**src/rtl/adc_block_average.sv**
```systemverilog
// Multi-channel block averager: sums 2^L consecutive samples per channel,
// emits the round-half-up mean once per window and pulses DONE.
module adc_block_average #(
  parameter int NUM_CH       = 2,
  parameter int ADC_WIDTH    = 12,
  parameter int LOG2_MAX_LEN = 10,
  parameter int SIGNED_IN    = 0
) (
  input  logic                                  ADC_CLK,
  input  logic                                  RST,
  input  logic                                  EN,
  input  logic [$clog2(LOG2_MAX_LEN+1)-1:0]     LOG2_LEN,
  input  logic [NUM_CH*ADC_WIDTH-1:0]           ADC_DATA_IN,
  output logic [NUM_CH*ADC_WIDTH-1:0]           AVE_OUT,
  output logic                                  DONE,
  output logic                                  BUSY,
  output logic [15:0]                           WIN_CNT
);

  localparam int LW = $clog2(LOG2_MAX_LEN+1);
  localparam int AW = ADC_WIDTH + LOG2_MAX_LEN;
  localparam int CW = (LOG2_MAX_LEN > 0) ? LOG2_MAX_LEN : 1;

  typedef enum logic {IDLE, ACCUM} state_t;

  state_t                     state, state_nxt;
  logic [CW-1:0]              cnt;
  logic [LW-1:0]              l_win;
  logic [LW-1:0]              l_res;
  logic [LW-1:0]              l_req;
  logic [LW-1:0]              l_cur;
  logic                       last;
  logic                       pend;
  logic [AW-1:0]              acc [NUM_CH];
  logic [AW-1:0]              res [NUM_CH];
  logic [AW-1:0]              sum [NUM_CH];
  logic [NUM_CH*ADC_WIDTH-1:0] ave_nxt;

  // State register
  always_ff @(posedge ADC_CLK) begin
    if (RST) state <= IDLE;
    else     state <= state_nxt;
  end

  // Next-state logic: any EN=0 edge ends (or aborts) accumulation
  always_comb begin
    state_nxt = state;
    case (state)
      IDLE:    if (EN)  state_nxt = ACCUM;
      ACCUM:   if (!EN) state_nxt = IDLE;
      default: state_nxt = IDLE;
    endcase
  end

  // FSM outputs
  always_comb begin
    BUSY = (state == ACCUM);
  end

  // Window length: clamp request; a zero counter marks sample 0, where L is (re)latched
  always_comb begin
    l_req = (LOG2_LEN > LW'(LOG2_MAX_LEN)) ? LW'(LOG2_MAX_LEN) : LOG2_LEN;
    l_cur = (cnt == '0) ? l_req : l_win;
    last  = (cnt == CW'(((CW+1)'(1) << l_cur) - (CW+1)'(1)));
  end

  // Per-channel extended sample plus running sum
  always_comb begin
    for (int unsigned k = 0; k < NUM_CH; k++) begin
      logic [ADC_WIDTH-1:0] smp;
      logic                 sbit;
      smp    = ADC_DATA_IN[k*ADC_WIDTH +: ADC_WIDTH];
      sbit   = (SIGNED_IN != 0) && smp[ADC_WIDTH-1];
      sum[k] = acc[k] + {{LOG2_MAX_LEN{sbit}}, smp};
    end
  end

  // Rounded mean of the pending result; one guard bit keeps the rounding add exact
  always_comb begin
    ave_nxt = '0;
    for (int unsigned k = 0; k < NUM_CH; k++) begin
      logic signed [AW:0] wide;
      logic signed [AW:0] rnd;
      logic signed [AW:0] rsum;
      wide = $signed({(SIGNED_IN != 0) && res[k][AW-1], res[k]});
      rnd  = (l_res == '0) ? '0 : $signed((AW+1)'(1) << (l_res - LW'(1)));
      rsum = wide + rnd;
      ave_nxt[k*ADC_WIDTH +: ADC_WIDTH] = ADC_WIDTH'(rsum >>> l_res);
    end
  end

  // Accumulate, hand off completed sums, and run the output stage
  always_ff @(posedge ADC_CLK) begin
    if (RST) begin
      cnt     <= '0;
      l_win   <= '0;
      l_res   <= '0;
      pend    <= 1'b0;
      AVE_OUT <= '0;
      DONE    <= 1'b0;
      WIN_CNT <= '0;
      for (int unsigned k = 0; k < NUM_CH; k++) begin
        acc[k] <= '0;
        res[k] <= '0;
      end
    end else begin
      // Output stage is independent of EN so a finished window is never dropped
      DONE <= pend;
      if (pend) begin
        AVE_OUT <= ave_nxt;
        WIN_CNT <= WIN_CNT + 16'd1;
      end
      pend <= EN && last;
      if (EN) begin
        if (cnt == '0) l_win <= l_req;
        if (last) begin
          l_res <= l_cur;
          cnt   <= '0;
          for (int unsigned k = 0; k < NUM_CH; k++) begin
            res[k] <= sum[k];
            acc[k] <= '0;
          end
        end else begin
          cnt <= cnt + CW'(1);
          for (int unsigned k = 0; k < NUM_CH; k++) acc[k] <= sum[k];
        end
      end else begin
        cnt <= '0;
        for (int unsigned k = 0; k < NUM_CH; k++) acc[k] <= '0;
      end
    end
  end

endmodule

```
**config.mk**
```make
export PLATFORM = sky130hd
export DESIGN_NAME = adc_block_average
export DESIGN_NICKNAME = d
export VERILOG_FILES = /design/src/rtl/adc_block_average.sv
export SDC_FILE = /design/constraint.sdc
export NUM_CORES = 1
export LEC_CHECK = 0
export CAP_MARGIN = 20
export CORE_MARGIN = 2
export CORE_UTILIZATION = 57
export DETAILED_ROUTE_END_ITERATION = 7
export PLACE_DENSITY = 0.77
export SYNTH_ARGS = -nofsm -noshare
export SYNTH_HDL_FRONTEND = slang
export SYNTH_SLANG_ARGS = --single-unit
```
**constraint.sdc**
```tcl
create_clock -name ADC_CLK -period 6.35 [get_ports ADC_CLK]
set_input_delay 1.27 -clock ADC_CLK [delete_from_list [all_inputs] [get_ports ADC_CLK]]
set_output_delay 1.27 -clock ADC_CLK [all_outputs]
set_load 0.02 [all_outputs]
```
Yosys cells after proc, flatten, opt, wreduce, memory -nomap -nowiden

Memory sizes are Yosys's and may differ from the RTL's.
Index checks and enable logic that the tools add are counted.

Add/sub/neg operators: 8
Magnitude comparators: 1
Equality and inequality tests: 1
Shift operators: 4
Multiplexer cells: 25
Bitwise logic cells: 9
Reduce and logical (&&, ||, !) cells: 5

Operators by type and width:

| kind                                                                 | count |
|---|---|
| 22-bit 2-to-1 mux                                                    | 8 |
| 23-bit adder                                                         | 2 |
| 23-bit by 4-bit >>> shifter with 12-bit output                       | 2 |
| 22-bit by 12-bit adder with 22-bit output                            | 2 |
| 23-bit 2-to-1 mux                                                    | 1 |
| 1-bit by 4-bit << shifter with 23-bit output, first input constant   | 1 |
| 16-bit by 1-bit adder with 16-bit output, second input constant      | 1 |
| 1-bit 2-to-1 mux                                                     | 14 |
| 10-bit by 1-bit adder with 10-bit output, second input constant      | 1 |
| 10-bit equality test                                                 | 1 |
| 10-bit logical NOT                                                   | 1 |
| 1-bit by 4-bit << shifter with 10-bit output, first input constant   | 1 |
| 10-bit by 2-bit subtractor with 10-bit output, second input constant | 1 |
| 4-bit 2-to-1 mux                                                     | 2 |
| 1-bit OR                                                             | 8 |
| 4-bit > comparator, second input constant                            | 1 |
| 4-bit logical NOT                                                    | 1 |
| 4-bit by 1-bit subtractor with 4-bit output, second input constant   | 1 |
| 3-bit OR reduction                                                   | 1 |
| 2-bit AND reduction                                                  | 1 |
| 1-bit logical AND                                                    | 1 |
| 1-bit inverter                                                       | 1 |

Register bits: 61
Memory bits (writable): 88
Word-level logic and storage cells: 63
Memories kept: 2

Memories:

| name | words | bits a word | rd ports | clocked after Yosys merged registers in | write ports | line | RTL |
|---|---|---|---|---|---|---|---|
| acc  | 2     | 22          | 2        | 0                                       | 2           | 34   | `logic [AW-1:0] acc [NUM_CH];` |
| res  | 2     | 22          | 2        | 0                                       | 2           | 35   | `logic [AW-1:0] res [NUM_CH];` |

Logic depth before layout (Yosys ltp)

Word-level depth: 13
Mapped depth: 18
Gate-level depth less buffers: 15

Worst setup path before layout

No wires, ideal clock.

Kind: input to register
Start point: input LOG2_LEN[2]
End point: memory res[0][0] (netlist bit), enable pin
Data arrival time: 4.206 ns
Data required time: 5.946 ns
Slack: 1.740 ns
Stages: 12
Path buffers: 0
Path through: o21ai_0 and2_1 mux2i_1 nand3b_1 ha_1 inv_1 o221a_1 a31oi_2 nor3b_1 o211ai_1 nor4_4 or2_1

RTL lines:

| item            | line | RTL |
|---|---|---|
| start, declared | 12   | `input logic [$clog2(LOG2_MAX_LEN+1)-1:0] LOG2_LEN,` |
| end, declared   | 35   |  |

Final worst setup path

Start point: register l_res[0]
End point: register AVE_OUT[9]

Longest elaborated chain between the ends: 5
Elaborated cells on any way between the ends: 6
Classes of those cells: add/sub: 2; shift: 2; mux: 1; reduce/logical: 1

RTL lines:

| item                                               | line | RTL |
|---|---|---|
| start, declared                                    | 29   | `logic [LW-1:0] l_res;` |
| start signal, assigned                             | 117  | `l_res <= l_cur;` |
| 4-bit by 1-bit subtractor with 4-bit output        | 86   | `rnd = (l_res == '0) ? '0 : $signed((AW+1)'(1) << (l_res - LW'(1)));` |
| 1-bit by 4-bit << shifter with 23-bit output       | 86   |  |
| 23-bit 2-to-1 mux                                  | 86   |  |
| 23-bit adder                                       | 87   | `rsum = wide + rnd;` |
| 23-bit by 4-bit >>> shifter with 12-bit output (*) | 88   | `ave_nxt[k*ADC_WIDTH +: ADC_WIDTH] = ADC_WIDTH'(rsum >>> l_res);` |
| end signal, assigned                               | 110  | `AVE_OUT <= ave_nxt;` |
| end, declared                                      | 14   | `output logic [NUM_CH*ADC_WIDTH-1:0] AVE_OUT,` |

Every way passes the cells marked *; elsewhere a longest branch is shown, timed or not.
A chain may end at the register's enable or synchronous reset.

==> summary.md <==
| Metric | Value |
|---|---|
| Ys flop type | `edfxtp_1` |
| Fin cells | `approximately 1700` |
| Met2 Wirelength | `roughly 13000 µm` |
| Status | `completed` |
| Critical Path Start Type | `flop` |
| Hold Crit Depth | `2` |
| CTS tree | `done` |
| Crit. End Element | `flop` |
| Register area | `3860 µm²` |
| # fillers | `between 1500 and 2000` |
| Synthesis-stage register bit count | `about 150` |
| Remaining global-route overflow | `0` |
| Largest net degree at the start of global routing | `53` |
| Initial antenna violation count | `0` |
| Critical Path AT | `5340 ps` |
| Post-synthesis cell count | `1297` |
| Worst slew margin | `29.7%` |
| Die width | `146 µm` |
| Fraction of registers with async set/reset | `0%` |
| Final min period | `about 5000 ps` |
| Yosys cell types | `about 90` |
| FF-to-FF path depth | `14` |
| Row count | `a little over 50` |
| Post-Layout Inst Area | `about 13000 µm²` |
| Avg WL per Cell | `17.7 µm` |
| Placed standard-cell area | `between 10000 and 15000 µm²` |
| Final setup fails | `0` |
| Critical R2R Launch | `l_res[0]` |
| Antenna fix cells | `0` |
| Final setup TNS | `0 ps` |
| CTS sink cnt | `around 150` |
| Worst hold path type | `reg2reg` |
| Hold_sp | `AVE_OUT[13]` |
| Number of global-route vias before repair | `a little over 9000` |
| First-pass GRT wire length | `between 40000 and 50000 µm` |
| Synth top area cells | `edfxtp_1 23%, dfxtp_1 11%, ha_1 6.6%` |
| Critical Path Fanout Max | `37` |
| H-tree Lvls | `4` |
| Routed Antenna Nets | `0` |
| Global Route Usage Sum | `a little over a quarter` |
| Cts repair resizes | `0` |
| Clock Path Buffers | `2` |
| Hold_buf cts | `0` |
| Cell Area, Synth | `around 11000 µm²` |
| Die Footprint | `about 21000 µm²` |
| Root buffer selected by CTS | `clkbuf_16` |
| Post-synth top area cell | `edfxtp_1` |
| Fin. Hold Viols | `0` |
| Number of synthesized flops with an enable pin | `88` |
| Final Wtd Congestion | `0.958` |
| Total Wirelength | `between 20000 and 30000 µm` |
| Inserted Clock Buffers | `17` |
| Layout cells sized above 1 | `under 10%` |
| VDD IR-drop max | `approximately 210 µV` |
| Clock skew | `roughly 10 ps` |
| Most common library cells after synthesis | `128 x nor2_1, 100 x nand2_1, 88 x edfxtp_1` |
| FF-to-FF setup slack | `around 1300 ps` |
| DR WL met3 | `between 1500 and 2000 µm` |
| Synth top area share | `a little under a quarter` |
| PD cells | `186 nW/µm²` |
| First-pass iteration count of the detailed router | `6` |
| M1 wire length | `about 14000 µm` |
| Multi-input gate area | `around 7300 µm²` |
| 1st-iter DRT viols | `between 1000 and 1500` |
| Tcrit/Tclk final | `79.0%` |
| Remaining DRCs | `0` |
| Worst endpoint required time | `6670 ps` |
| RSZ-0062 raised after global routing | `no` |
| Routed vias | `10228` |
| Most numerous cell in the Yosys netlist | `nor2_1` |
| Leak | `5.16 nW` |
| Syn avg cell area | `between 8 and 9 µm²` |
| Peak Freq | `about 200 MHz` |
| Core footprint | `between 15000 and 20000 µm²` |
| Layout area overhead | `14.0%` |
| Worst-margin pin slew | `~1000 ps` |
| Dpl cells | `about 1600` |
| DP HPWL | `21800 µm` |
| Yosys warnings | `0` |
| Clock transition at path regs | `approximately 60 ps` |
| Layout net count | `roughly 1500` |
| Reg-to-Reg End | `AVE_OUT[9]` |
| Die extent in y | `about 150 µm` |
| Ports | `73` |
| Initial core utilization | `approximately three fifths` |
| Setup CP Type | `reg2reg` |
| Seq/Total Area, Yosys | `between 30% and 40%` |
| Top Metal Used | `met4` |
| Slew Viols, Final | `0` |
| # port buffers | `72` |
| Fin Hold WS | `roughly 450 ps` |
| Hold Crit Endpoint | `AVE_OUT[13]` |
| Max-cap viol count | `0` |
| Clk_lat worst skew | `about 430 ps` |
| Vias per cell | `6.18` |
| Postcts setup bufs | `0` |
==> cell usage in the layout, fill, tap and decap left out, types with 24 or more instances in the layout <==
master           instances
clkdlybuf4s50_1         72
xnor2_1                 42
nor2_2                  39
a21oi_1                 56
xor2_1                  57
a211oi_1                40
dfxtp_1                 60
inv_1                   38
nand3_1                 29
and3_1                  24
nor3_1                  79
nand2_1                 99
ha_1                    60
nor2_1                 128
mux2i_1                 41
edfxtp_1                88
conb_1                  46
o21ai_0                 50
==> flip-flops by register name, indices dropped and copies added, names as in the netlist, 4 cells and up <==
name     cells
acc         44
res         44
AVE_OUT     24
WIN_CNT     16
cnt         10
l_res        4
l_win        4
==> report_power, final <==
part	switching, W	total (W)	internal [W]
clock	0.000427	0.00100	0.000576
sequential	0.0000228	0.00108	0.00106
combinational	0.000207	0.000345	0.000137
total	0.000657	0.00243	0.00177
==> cell type report <==
cell class | count | share of cell area [%]
Multi-Input combinational cell | 1082 | 55.9
Sequential cell | 149 | 29.6
Timing Repair Buffer | 85 | 6.28
Clock buffer | 20 | 3.58
Tap cell | 265 | 2.54
Inverter | 42 | 1.21
Clock inverter | 12 | 0.892
==> cell families after synthesis <==
kind of cell / after synthesis / synth area share (%)
buffers and inverters: 110 / 4.05
multiplexers: 52 / 5.26
XOR/XNOR: 99 / 7.58
AO/OA/AOI/OAI: 323 / 20.2
adder cells (fa/ha/maj): 64 / 7.26
other: 2 / 0.0656
flip-flops: 149 / 33.8
AND/OR/NAND/NOR: 498 / 21.8
==> critical path: stages, from the launching register on <==
cell and delay [ps]:
dfxtp_1 710, inv_1 120, buf_4 320, nand2_1 440, nor2_1 160, ha_1 380, o21ai_0 140, o21ai_1 250
a41oi_1 300, a211oi_1 720, o21ai_1 270, xnor2_1 250, a2bb2oi_1 180, a311o_1 410, a32o_1 260
==> worst max path at each step <==
stage / start / to / slack [ps] / cells past startpoint
after CTS: LOG2_LEN[3] / res[0][26] / 1560 / 14
after floorplan: LOG2_LEN[2] / res[0][0] / 1740 / 12
after detailed placement: LOG2_LEN[3] / res[0][43] / 1110 / 14
after global routing: LOG2_LEN[3] / res[0][40] / 1160 / 14
final: l_res[0] / AVE_OUT[9] / 1330 / 14
after global placement: LOG2_LEN[3] / res[0][43] / 1230 / 14
==> per-stage QoR <==
| step | total power [W] | setup slack [ps] | util (%) |
|---|---|---|---|
| 2_1_floorplan | 0.00134 | 1740 | - |
| 3_3_place_gp | 0.00143 | 1230 | 63.6 |
| 3_5_place_dp | 0.00144 | 1110 | 63.6 |
| 5_1_grt | 0.00252 | 1160 | 66.6 |
| 4_1_cts | 0.00243 | 1560 | 66.6 |
| 6_report | 0.00243 | 1330 | 66.6 |
==> per-layer routing <==
metal | track usage [%] | up-vias
met4 | 9.36 | 0
met2 | 41.5 | 417
met3 | 3.76 | 49
met1 | 40.1 | 4802
li1 | - | 4960
met5 | 0 | -
No activity file was read; power rests on OpenSTA's default activity.
